**src/rtl/wb_regfile_pkg.sv**
```systemverilog
// Shared pipeline constants for the dual-writeback register file.
package wb_regfile_pkg;
    localparam int unsigned NUM_REGS   = 8;
    localparam int unsigned REG_ADDR_W = 3;
    localparam int unsigned DATA_W     = 32;
    localparam int unsigned FLAG_W     = 4;
    localparam int unsigned CNT_W      = 16;

    // Bit positions inside the {N,Z,C,V} flag vector
    localparam int unsigned FLAG_N = 3;
    localparam int unsigned FLAG_Z = 2;
    localparam int unsigned FLAG_C = 1;
    localparam int unsigned FLAG_V = 0;
endpackage

```
**src/rtl/wb_read_port.sv**
```systemverilog
// One combinational read port with write-through bypass; port 2 (younger) wins.
module wb_read_port
    import wb_regfile_pkg::*;
#(
    parameter int unsigned NR = NUM_REGS,
    parameter int unsigned AW = REG_ADDR_W,
    parameter int unsigned DW = DATA_W
) (
    input  logic [DW-1:0] regs_i [NR],
    input  logic          we1_i,
    input  logic [AW-1:0] waddr1_i,
    input  logic [DW-1:0] wdata1_i,
    input  logic          we2_i,
    input  logic [AW-1:0] waddr2_i,
    input  logic [DW-1:0] wdata2_i,
    input  logic [AW-1:0] raddr_i,
    output logic [DW-1:0] rdata_o
);
    always_comb begin
        rdata_o = regs_i[raddr_i];
        if (we1_i && (waddr1_i == raddr_i)) rdata_o = wdata1_i;
        if (we2_i && (waddr2_i == raddr_i)) rdata_o = wdata2_i;
    end
endmodule

```
**src/rtl/wb_regfile.sv**
```systemverilog
// Dual-writeback register file with flag register, bypassed reads and
// writeback activity counter.
module wb_regfile #(
    parameter int unsigned NUM_REGS   = wb_regfile_pkg::NUM_REGS,
    parameter int unsigned REG_ADDR_W = wb_regfile_pkg::REG_ADDR_W,
    parameter int unsigned DATA_W     = wb_regfile_pkg::DATA_W
) (
    input  logic                  clk,
    input  logic                  reset,
    input  logic                  regWrite1,
    input  logic [REG_ADDR_W-1:0] DestReg1,
    input  logic [DATA_W-1:0]     WriteData1,
    input  logic                  regWrite2,
    input  logic [REG_ADDR_W-1:0] DestReg2,
    input  logic [DATA_W-1:0]     WriteData2,
    input  logic                  flagWrite1,
    input  logic [3:0]            inst1Flags,
    input  logic                  flagWrite2,
    input  logic [3:0]            inst2Flags,
    input  logic [REG_ADDR_W-1:0] ReadReg1,
    input  logic [REG_ADDR_W-1:0] ReadReg2,
    input  logic [REG_ADDR_W-1:0] ReadReg3,
    input  logic [REG_ADDR_W-1:0] ReadReg4,
    output logic [DATA_W-1:0]     ReadData1,
    output logic [DATA_W-1:0]     ReadData2,
    output logic [DATA_W-1:0]     ReadData3,
    output logic [DATA_W-1:0]     ReadData4,
    output logic [3:0]            NZCV,
    output logic                  wbConflict,
    output logic [15:0]           wbCount
);
    localparam int unsigned CNT_W  = wb_regfile_pkg::CNT_W;
    localparam int unsigned NPORTS = 4;

    logic [DATA_W-1:0]     regs_q [NUM_REGS];
    logic [DATA_W-1:0]     regs_d [NUM_REGS];
    logic [3:0]            flags_q, flags_d;
    logic                  conflict_q, conflict_d;
    logic [CNT_W-1:0]      count_q, count_d;
    logic [REG_ADDR_W-1:0] rd_addr [NPORTS];
    logic [DATA_W-1:0]     rd_data [NPORTS];

    // Next state: port 2 applied last so it overrides a same-destination port 1 write
    always_comb begin
        regs_d = regs_q;
        if (regWrite1) regs_d[DestReg1] = WriteData1;
        if (regWrite2) regs_d[DestReg2] = WriteData2;

        flags_d = flags_q;
        if (flagWrite2)      flags_d = inst2Flags;
        else if (flagWrite1) flags_d = inst1Flags;

        conflict_d = regWrite1 && regWrite2 && (DestReg1 == DestReg2);

        count_d = count_q;
        if (regWrite1 || regWrite2) count_d = count_q + CNT_W'(1);
    end

    always_ff @(posedge clk or posedge reset) begin
        if (reset) begin
            for (int i = 0; i < int'(NUM_REGS); i++) regs_q[i] <= '0;
            flags_q    <= '0;
            conflict_q <= 1'b0;
            count_q    <= '0;
        end else begin
            regs_q     <= regs_d;
            flags_q    <= flags_d;
            conflict_q <= conflict_d;
            count_q    <= count_d;
        end
    end

    // NZCV previews the post-edge flag value
    assign NZCV       = flags_d;
    assign wbConflict = conflict_q;
    assign wbCount    = count_q;

    assign rd_addr[0] = ReadReg1;
    assign rd_addr[1] = ReadReg2;
    assign rd_addr[2] = ReadReg3;
    assign rd_addr[3] = ReadReg4;

    for (genvar p = 0; p < NPORTS; p++) begin : g_rd
        wb_read_port #(
            .NR (NUM_REGS),
            .AW (REG_ADDR_W),
            .DW (DATA_W)
        ) u_rd (
            .regs_i   (regs_q),
            .we1_i    (regWrite1),
            .waddr1_i (DestReg1),
            .wdata1_i (WriteData1),
            .we2_i    (regWrite2),
            .waddr2_i (DestReg2),
            .wdata2_i (WriteData2),
            .raddr_i  (rd_addr[p]),
            .rdata_o  (rd_data[p])
        );
    end

    assign ReadData1 = rd_data[0];
    assign ReadData2 = rd_data[1];
    assign ReadData3 = rd_data[2];
    assign ReadData4 = rd_data[3];
endmodule

```
**config.mk**
```make
export PLATFORM = sky130hd
export DESIGN_NAME = wb_regfile
export DESIGN_NICKNAME = d
export VERILOG_FILES = /design/src/rtl/wb_regfile_pkg.sv /design/src/rtl/wb_read_port.sv /design/src/rtl/wb_regfile.sv
export SDC_FILE = /design/constraint.sdc
export NUM_CORES = 1
export LEC_CHECK = 0
export BUFFER_PORTS_ARGS = -buffer_cell sky130_fd_sc_hd__clkbuf_2
export CAP_MARGIN = 20
export CORE_AREA = 10 10 255 257
export CTS_CLUSTER_SIZE = 14
export DETAILED_ROUTE_END_ITERATION = 10
export DIE_AREA = 0 0 265 267
export HOLD_SLACK_MARGIN = 0.12
export SETUP_SLACK_MARGIN = 0.5
export SLEW_MARGIN = 20
export SYNTH_ARGS = -nofsm -noshare
export SYNTH_HDL_FRONTEND = slang
export SYNTH_SLANG_ARGS = --single-unit
```
**constraint.sdc**
```tcl
create_clock -name clk -period 28.4 [get_ports clk]
set_clock_uncertainty 0.05 [all_clocks]
set_input_delay 4.26 -clock clk [delete_from_list [all_inputs] [get_ports clk]]
set_output_delay 4.26 -clock clk [all_outputs]
set_load 0.03 [all_outputs]
```
# Word-level counts from Yosys, hierarchy flattened
# Cells that the tools add are included.
# W data, S select, Z words.
[word_totals]
ff_bits = 277
in_bits = 96
output_inout_bits = 149
[op_classes]
n_addsub = 1
magnitude_cmp = 8
eq_ne = 9
mux = 30
bitwise_logic = 6
reduce_logical = 13
[op_table]
columns = ["op", "count"]
rows = [
  ["$mux W32", 18],
  ["$bwmux W256", 2],
  ["$mux W256", 2],
  ["$bmux W32 S3", 4],
  ["$demux W32 S3", 2],
  ["$eq A3 B3 Y1", 9],
  ["$ge A4 B4 Y1 const B", 6],
  ["$not A3 Y4", 6],
  ["$add A16 B1 Y16 const B", 1],
  ["$logic_and A1 B1 Y1", 12],
  ["$lt A4 B1 Y1 const B", 2],
  ["$mux W4", 2],
  ["$logic_or A1 B1 Y1", 1],
]

# Longest topological paths before layout
# Gate-level depths: netlist of the first run.
[logic_depth]
word_depth = 9
depth_mapped = 8
ltp_nobuf = 5

# Hierarchy
# Synthesis of the first run repeated with hierarchy kept, for this count alone.
[unflattened]
cells_unflattened = 2349
area_unflattened_um2 = 23691.5
[modules_own_cells]
columns = ["mod", "n_inst", "cells_per_inst", "area_per_inst_um2", "seq_area_each_um2"]
rows = [
  ["wb_regfile", 1, 1277, 13191.4, 6931.6],
  ["wb_read_port", 4, 268, 2625.0, 0.0],
]

# Least setup slack after synthesis of the first run
# OpenSTA, ideal clock, no wires.
[synth_timing]
path_kind = "in2out"
from = "input DestReg1[1]"
to = "output ReadData4[10]"
arrival_time_ps = 6029
path_slack_ps = 18061
cell_stages = 8
path_buffers = 4
path_cell_list = "buf_2 buf_6 xnor2_1 and4_1 buf_2 buf_4 a211oi_1 o31ai_1"
[synth_between]
elab_chain_len = 4
[synth_rtl]
columns = ["element", "line_no", "rtl"]
rows = [
  ["from (decl)", "wb_regfile.sv:11", "input logic [REG_ADDR_W-1:0] DestReg1,"],
  ["$eq A3 B3 Y1", "wb_read_port.sv:21", "if (we1_i && (waddr1_i == raddr_i)) rdata_o = wdata1_i;"],
  ["$logic_and A1 B1 Y1", "wb_read_port.sv:21", ""],
  ["$mux W32", "wb_read_port.sv:21", ""],
  ["$mux W32", "wb_read_port.sv:22", "if (we2_i && (waddr2_i == raddr_i)) rdata_o = wdata2_i;"],
  ["to (decl)", "wb_regfile.sv:27", "output logic [DATA_W-1:0] ReadData4,"],
]
# No other way between the ends.

# Worst setup path in the final report of the first run
[layout_timing]
from = "input ReadReg4[0]"
to = "output ReadData4[4]"
[layout_between]
elab_chain_len = 6
[layout_rtl]
columns = ["element", "line_no", "rtl"]
rows = [
  ["from (decl)", "wb_regfile.sv:23", "input logic [REG_ADDR_W-1:0] ReadReg4,"],
  ["$not A3 Y4 (not written as such)", "wb_read_port.sv:20", "rdata_o = regs_i[raddr_i];"],
  ["$bmux W32 S3", "wb_read_port.sv:20", ""],
  ["$mux W32 (not written as such) (2 in a row)", "wb_read_port.sv:20", ""],
  ["$mux W32", "wb_read_port.sv:21", ""],
  ["$mux W32 (*)", "wb_read_port.sv:22", ""],
]
# Every way passes the cells marked *; elsewhere a longest branch is shown, timed or not. The select of a mux whose other input is x is not followed.

==> results.py, run 1 <==
metrics = {
    "run_status": {
        "outcome": "finished clean",
    },
    "placement": {
        "pre_cts_slack_ns": 16.71,
        "dpl.hpwl_mm": 54.2,
        "routabilityCongestion": 0.857,
        "placed_area_um2": 25000,
        "portBuffers": 244,
    },
    "floorplan": {
        "die_h_um": 267,
        "die_x_um": 265,
        "fp.dieArea_um2": 70800,
        "start_util_pct": 39.7,
        "core-area_um2": 59900,
        "row_count": 90,
        "pin_count": 245,
    },
    "yosys": {
        "synth_area_leaders": "dfrtp_1, mux4_2, mux2i_1, nand2_1, nor2_1",
        "postSynth.asyncResetShare_pct": 100,
        "synth_edf_count": 0,
        "postSynthCellCount": 2350,
        "yosysTopAreaCell": "dfrtp_1",
        "ys_types": 38,
        "syn_area_per_cell_um2": 10.1,
        "mappedNetlistArea_um2": 23800,
        "ys.flop_type": "dfrtp_1",
        "yosys_register_bits": 277,
        "yosysWarnings": 0,
        "synth_nets": 2447,
        "yosysTopAreaCellShare_pct": 29.2,
        "ys_seq_area_share_pct": 29.2,
        "synth.most_common_cell": "dfrtp_1",
        "netlist_top_cells_count": "dfrtp_1, nand2_1, mux2i_1, nor2_1, mux4_2",
    },
    "worst_setup_path": {
        "arrival_ns": 7.46,
        "worstSetupPathType": "input pin to output pin",
        "cp_num_cells": 7,
        "path_common_cell": "buf_4",
        "max_stage_delay_ns": 0.79,
        "crit_family": "buffers and inverters",
        "endpoint_kind": "output pin",
        "required_ns": 24.09,
        "path_max_fanout": 36,
        "setup.worst_path.start_class": "input pin",
        "cpMaxStageDelayCell": "buf_4",
        "critPathBufInv": 3,
        "reg2regPathDepth": 4,
        "cp_cell_sequence": "buf_4, buf_4, mux4_2, nor2b_1, a211oi_1, o31ai_1, clkbuf_2",
    },
    "timing": {
        "period_share_pct": 41.5,
        "drv_slew": 0,
        "fin_crit_ns": 11.77,
        "hold_viol_final": 0,
        "rsz0062_at_grt": "false",
        "worst-slew-pin-transition_ns": 1.21,
        "slew-limit-headroom_pct": 19.1,
        "setup_viol": 0,
        "fmax_ghz": 0.0849,
        "setup-tns-final_ns": 0,
        "worst_slack_ns": 16.63,
    },
    "global_routing": {
        "grt_remaining_overflow": 0,
        "grt_max_degree": 132,
        "antenna_found_initial": 7,
        "grt_usage_pct": 24.5,
        "grt_pass1_wl_mm": 132,
        "grt_pass1_vias": 20135,
    },
    "run": {
        "drv_cap": 0,
    },
    "layout": {
        "nNetsFinal": 2490,
        "drive_gt1_share_pct": 27.5,
        "finalInstanceArea_um2": 26100,
        "syn_to_final_growth_pct": 10.0,
    },
    "min_path": {
        "min_path_type": "flop to flop",
        "holdPathStages": 1,
    },
    "route": {
        "viasPerCell": 6.33,
        "ant_nets": 0,
        "wl_mm": 87.6,
        "drc": 0,
        "wl_per_cell_um": 27.4,
        "dr.pass1.iters": 6,
        "drt_iter0_drc": 2394,
        "vias": 20234,
    },
    "power": {
        "p_leak_nw": 10.4,
        "p_int_w": 0.00108,
        "p_per_area_nw_per_um2": 66.7,
        "p_clk_share_pct": 26.7,
        "p_seq_share_pct": 33.6,
        "switching_share_pct": 38.2,
        "ir_worst_vdd_mv": 0.0354,
        "combPwrFrac_pct": 39.7,
        "p_sw_w": 0.000666,
    },
    "clock_network": {
        "holdBufCountCts": 0,
        "clk_latency_ns": 0.53,
        "clock_path_buffers": 3,
        "cts_tree": "done",
        "numClockSinks": 277,
        "h-tree-depth": 2,
        "cts_setup_buffers": 0,
        "cts.repair.resized": 0,
        "numCtsBuffers": 35,
        "cts_root_buf": "clkbuf_16",
        "clk_pin_slew_ns": 0.06,
    },
}
power groups by stage:
stage                     clock network [W]  registers (W)  logic [W]
after floorplan                           0       0.000567   0.000519
after global placement                    0       0.000579   0.000679
after detailed placement                  0       0.000590   0.000689
after CTS                          0.000474       0.000584   0.000691
after global routing               0.000490       0.000603   0.000737
final                              0.000465       0.000587   0.000692
cell families (layout without fill, tap and decap cells):
family                   after synthesis  count (layout)  synth area share, %
flip-flops                           277             277                 29.2
XOR/XNOR                              42              42                 1.55
adder cells (fa/ha/maj)                1               1               0.0527
AND/OR/NAND/NOR                      698             698                 13.1
multiplexers                         517             517                 35.3
other                                  0               1                    0
AO/OA/AOI/OAI                        518             518                 14.5
buffers and inverters                297             363                 6.33
final cells by class:
| cell class | instances | area (µm²) |
|---|---|---|
| tap | 782 | 978 |
| timing repair buffer | 299 | 1670 |
| multi-input combinational | 1776 | 15400 |
| clock buffer | 50 | 993 |
| sequential | 277 | 6930 |
| inverter | 4 | 22.5 |
| clock inverter | 10 | 165 |
| antenna | 1 | 2.50 |
| fill | 5651 | 33800 |
layout by cell type (no fill, tap or decap), drive strengths merged, types with 2 or more instances in the layout:
master    n
a211oi  128
a21oi   128
and4      8
buf      67
bufinv    4
clkbuf  282
clkinv    5
dfrtp   277
inv       5
mux2i   260
mux4    256
nand2   267
nand2b    2
nand3     3
nand4    10
nand4b    6
nor2    260
nor2b   128
nor3      7
nor3b     4
o21ai   133
o31ai   128
xnor2    38
xor2      4
through the flow:
step / std cells / total power (W) / utilization (%) / hold slack [ns]
2_1_floorplan: 2350 / 0.00109 / - / 0.511
3_3_place_gp: 3136 / 0.00126 / 41.6 / 0.414
3_5_place_dp: 3137 / 0.00128 / 41.7 / 0.417
4_1_cts: 3197 / 0.00175 / 43.6 / 0.425
5_1_grt: 3199 / 0.00183 / 43.6 / 0.430
6_report: 3199 / 0.00174 / 43.6 / 0.422
sequential cells by signal, summed over array words and instances, names as in the netlist:
name,flops
wbConflict,1
wbCount,16
regs_q,256
flags_q,4
final timing paths:
check                                 start           end  slack (ns)
min in group asynchronous             reset    wbConflict        3.87
worst max-delay path            ReadReg4[0]  ReadData4[4]       16.63
worst min-delay path            wbCount[15]   wbCount[15]        0.42
max in group asynchronous             reset    regs_q[52]       22.78
worst min register to register  wbCount[15]   wbCount[15]        0.42
worst max register to register   wbCount[0]   wbCount[15]       26.62
routing by layer:
layer | vias up | routed length [µm] | GRT usage [%]
li1 | 8810 | - | -
met1 | 9949 | 33400 | 30.7
met2 | 1204 | 40800 | 39.0
met3 | 259 | 9340 | 6.66
met4 | 12 | 3910 | 10.8
met5 | - | 73 | 0
Note: power is estimated with default switching activity, not from simulation.
==> run 2, diff against run 1 <==
==> constraint.sdc (replaced) <==
create_clock -name clk -period 9.6 [get_ports clk]
set_clock_uncertainty 0.05 [all_clocks]
set_input_delay 1.44 -clock clk [delete_from_list [all_inputs] [get_ports clk]]
set_output_delay 1.44 -clock clk [all_outputs]
set_load 0.03 [all_outputs]
==> results.py, run 2 (same netlist as run 1, synthesis figures left out) <==
metrics = {
    "clock_network": {
        "holdBufCountCts": 0,
        "h-tree-depth": 2,
        "cts_setup_buffers": 0,
        "numClockSinks": 277,
        "numCtsBuffers": 34,
        "clk_latency_ns": 0.55,
        "clk_pin_slew_ns": 0.06,
        "cts_root_buf": "clkbuf_16",
        "cts.repair.resized": 0,
        "cts_tree": "done",
        "clock_path_buffers": 3,
    },
    "global_routing": {
        "grt_max_degree": 172,
        "grt_remaining_overflow": 0,
        "grt_pass1_vias": 20651,
        "antenna_found_initial": 0,
        "grt_usage_pct": 24.9,
        "grt_pass1_wl_mm": 134,
    },
    "timing": {
        "hold_viol_final": 0,
        "setup_viol": 0,
        "worst_slack_ns": 3.56,
        "worst-slew-pin-transition_ns": 1.07,
        "holdWs_ns": 0.438,
        "drv_slew": 0,
        "fmax_ghz": 0.166,
        "fin_crit_ns": 6.04,
        "rsz0062_at_grt": "false",
        "slew-limit-headroom_pct": 28.4,
        "period_share_pct": 62.9,
        "setup-tns-final_ns": 0,
    },
    "floorplan": {
        "die_x_um": 265,
        "core-area_um2": 59900,
        "start_util_pct": 39.7,
        "die_h_um": 267,
        "pin_count": 245,
        "fp.dieArea_um2": 70800,
        "row_count": 90,
    },
    "layout": {
        "diodes": 0,
        "seq_area_um2": 6930,
        "syn_to_final_growth_pct": 9.64,
        "final_common_cell": "dfrtp_1",
        "regMostFlops": "regs_q",
        "layout_common_cells": "dfrtp_1, nand2_1, nor2_1, mux2i_1, mux4_2",
        "drive_gt1_share_pct": 27.4,
        "nNetsFinal": 2485,
        "multi_input_area_um2": 15400,
        "largest_reg_flops": 256,
        "fill_cells": 5632,
    },
    "worst_setup_path": {
        "critPathBufInv": 4,
        "arrival_ns": 4.55,
        "cp-startpoint": "ReadReg1[2]",
        "r2r-end": "wbCount[15]",
        "path_max_fanout": 54,
        "cpMaxStageDelayCell": "buf_4",
        "rrSetupSlack_ns": 7.71,
        "setup.worst_path.start_class": "input pin",
        "cp_cell_sequence": "buf_4, buf_4, xnor2_1, and4_2, buf_4, nand2_1, o31ai_1, clkbuf_2",
        "worstSetupPathType": "input pin to output pin",
        "path_common_cell": "buf_4",
        "reg2regPathDepth": 4,
        "cp_num_cells": 8,
        "crit_end": "ReadData1[21]",
        "required_ns": 8.11,
        "crit_family": "buffers and inverters",
        "r2r_start": "wbCount[0]",
        "endpoint_kind": "output pin",
        "max_stage_delay_ns": 0.66,
    },
    "power": {
        "ir_worst_vdd_mv": 0.117,
        "p_sw_w": 0.00199,
        "p_per_area_nw_per_um2": 196,
        "power_w": 0.00512,
        "p_clk_share_pct": 25.6,
        "p_seq_share_pct": 34.2,
        "combPwrFrac_pct": 40.2,
        "p_leak_nw": 10.3,
        "switching_share_pct": 38.9,
        "p_int_w": 0.00312,
    },
    "route": {
        "wl_per_cell_um": 27.9,
        "vias": 20359,
        "ant_nets": 0,
        "viasPerCell": 6.38,
        "drc": 0,
        "drt_iter0_drc": 2364,
        "dr.pass1.iters": 5,
        "wl_mm": 89.2,
    },
    "min_path": {
        "hold_start": "wbCount[15]",
        "min_path_type": "flop to flop",
    },
    "run_status": {
        "outcome": "finished clean",
    },
    "placement": {
        "portBuffers": 244,
        "pre_cts_slack_ns": 3.64,
        "dpl.hpwl_mm": 56.9,
        "routabilityCongestion": 0.865,
    },
    "run": {
        "drv_cap": 0,
    },
}
run 2: stage by stage:
stage	cell area, µm²	instances	util, %
floorplan	23800	2350	-
CTS	26000	3192	43.4
finish	26100	3193	43.5
global placement	24900	3133	41.6
detailed placement	24900	3133	41.6
global route	26100	3193	43.5
run 2: per-layer routing:
| layer | GRT usage (%) | part of all wire, % |
|---|---|---|
| met2 | 40.1 | 47 |
| met5 | 0 | 0 |
| met1 | 32.3 | 40 |
| met4 | 11.3 | 4.5 |
| met3 | 4.47 | 8.7 |
run 2: how the worst min path moves through the flow:
stage                       end  depth (start not counted)
detailed placement  wbCount[15]                          1
global placement    wbCount[15]                          1
finish              wbCount[15]                          1
CTS                 wbCount[15]                          1
global route        wbCount[15]                          1
floorplan           regs_q[102]                          2
run 2: power by group through the flow:
stage	Clock (W)	Sequential, W	Combinational (W)
after floorplan	0	0.00168	0.00154
after global placement	0	0.00172	0.00203
after detailed placement	0	0.00176	0.00206
after CTS	0.00133	0.00174	0.00206
after global routing	0.00137	0.00179	0.00219
final	0.00131	0.00175	0.00206
run 2: area by class of cell:
cell class                 count  area share (%)
multi-input combinational   1776            59.0
clock buffer                  53            3.97
clock inverter                 6           0.226
sequential                   277            26.6
timing repair buffer         295            6.33
inverter                       4          0.0720
tap                          782            3.76
==> run 3, diff against run 2 <==
==> constraint.sdc (replaced) <==
create_clock -name clk -period 5.4 [get_ports clk]
set_clock_uncertainty 0.05 [all_clocks]
set_input_delay 0.81 -clock clk [delete_from_list [all_inputs] [get_ports clk]]
set_output_delay 0.81 -clock clk [all_outputs]
set_load 0.03 [all_outputs]
==> results.py, run 3 (same netlist as run 1, synthesis figures left out) <==
metrics = {
    "timing": {
        "rsz0062_at_grt": "false",
        "fmax_ghz": 0.227,
        "slew-limit-headroom_pct": 29.0,
        "hold_viol_final": 0,
        "fin_crit_ns": 4.40,
        "drv_slew": 0,
        "worst-slew-pin-transition_ns": 1.06,
        "worst_slack_ns": 1.00,
        "setup_viol": 0,
        "setup-tns-final_ns": 0,
        "period_share_pct": 81.5,
    },
    "clock_network": {
        "cts_root_buf": "clkbuf_16",
        "holdBufCountCts": 0,
        "cts.repair.resized": 0,
        "clk_pin_slew_ns": 0.05,
        "cts_tree": "done",
        "cts_setup_buffers": 0,
        "numClockSinks": 277,
        "clock_path_buffers": 3,
        "h-tree-depth": 2,
        "clk_latency_ns": 0.56,
        "numCtsBuffers": 36,
    },
    "power": {
        "p_leak_nw": 10.6,
        "switching_share_pct": 38.4,
        "power_w": 0.00937,
        "p_clk_share_pct": 27.9,
        "p_seq_share_pct": 32.9,
        "combPwrFrac_pct": 39.2,
        "p_int_w": 0.00577,
        "p_per_area_nw_per_um2": 354,
        "ir_worst_vdd_mv": 0.219,
        "p_sw_w": 0.00360,
    },
    "worst_setup_path": {
        "worstSetupPathType": "input pin to output pin",
        "arrival_ns": 3.54,
        "endpoint_kind": "output pin",
        "setup.worst_path.start_class": "input pin",
        "path_max_fanout": 35,
        "required_ns": 4.54,
    },
    "layout": {
        "syn_to_final_growth_pct": 11.5,
        "drive_gt1_share_pct": 28.6,
        "largest_reg_flops": 256,
        "final_common_cell": "dfrtp_1",
        "regMostFlops": "regs_q",
        "nNetsFinal": 2516,
        "layout_common_cells": "dfrtp_1, nand2_1, nor2_1, mux2i_1, mux4_2",
    },
    "route": {
        "wl_mm": 90.2,
        "viasPerCell": 6.35,
        "vias": 20518,
        "drc": 0,
        "ant_nets": 0,
        "drt_iter0_drc": 2249,
        "dr.pass1.iters": 5,
        "wl_per_cell_um": 27.9,
    },
    "floorplan": {
        "die_x_um": 265,
        "fp.dieArea_um2": 70800,
        "row_count": 90,
        "core-area_um2": 59900,
        "start_util_pct": 39.7,
        "die_h_um": 267,
        "pin_count": 245,
    },
    "global_routing": {
        "grt_remaining_overflow": 0,
        "grt_pass1_vias": 20659,
        "antenna_found_initial": 5,
        "grt_usage_pct": 25.0,
        "grt_pass1_wl_mm": 134,
        "grt_max_degree": 152,
    },
    "run": {
        "drv_cap": 0,
    },
    "min_path": {
        "min_path_type": "input pin to async pin",
    },
    "placement": {
        "portBuffers": 244,
        "routabilityCongestion": 0.833,
        "dpl.hpwl_mm": 57.8,
        "pre_cts_slack_ns": 1.05,
    },
    "run_status": {
        "outcome": "finished clean",
    },
}
run 3: cell types whose count changed in the layout (fill, tap and decap cells not counted), sizes merged:
cell	previous run	this run
clkbuf	285	280
diode	0	1
inv	4	3
bufinv	1	5
buf	63	92
clkinv	4	11
clkinvlp	1	3
run 3: worst max-delay path, cell delays in order:
cell      delay (ns)
buf_2           0.63
xnor2_1         0.21
and4_2          0.68
buf_4           0.37
buf_4           0.22
a211oi_2        0.05
o31ai_1         0.29
clkbuf_2        0.26
run 3: worst paths after layout:
kind,start,to,slack (ns),depth (start not counted)
min in group clk,wbCount[15],wbCount[15],0.42,1
min,reset,wbCount[6],0.30,3
min reg2reg,wbCount[15],wbCount[15],0.42,1
max reg2reg,wbCount[2],wbCount[15],3.60,4
max in group asynchronous,reset,regs_q[79],4.15,3
max,ReadReg1[1],ReadData1[21],1.00,8
run 3: through the flow:
| stage | std cells | cell area (µm²) | utilization [%] | hold slack (ns) |
|---|---|---|---|---|
| 4_1_cts | 3229 | 26500 | 44.2 | 0.423 |
| 3_3_place_gp | 3163 | 25200 | 42.1 | 0.412 |
| 5_1_grt | 3229 | 26500 | 44.2 | 0.417 |
| 2_1_floorplan | 2350 | 23800 | - | 0.511 |
| 3_5_place_dp | 3163 | 25200 | 42.1 | 0.415 |
| 6_report | 3230 | 26500 | 44.2 | 0.296 |
run 3: final cells by class:
cell class | instances | area (µm²)
sequential | 277 | 6930
inverter | 4 | 18.8
tap | 782 | 978
antenna | 1 | 2.50
clock inverter | 18 | 262
fill | 5668 | 33400
multi-input combinational | 1776 | 15400
clock buffer | 48 | 1010
timing repair buffer | 324 | 1920
run 3: power groups by stage:
stage,clock network (W),registers [W],logic [W]
3_5_place_dp,0,0.00310,0.00367
3_3_place_gp,0,0.00304,0.00361
6_report,0.00261,0.00308,0.00368
5_1_grt,0.00272,0.00317,0.00390
2_1_floorplan,0,0.00298,0.00273
4_1_cts,0.00265,0.00307,0.00368
run 3: metal layers:
layer | track usage, % | share of wire (%) | wire (µm)
met5 | 0 | 0.035 | 32
met4 | 11.3 | 4.6 | 4130
met3 | 5.47 | 9.3 | 8410
met2 | 40.2 | 47 | 42400
met1 | 31.8 | 39 | 35200
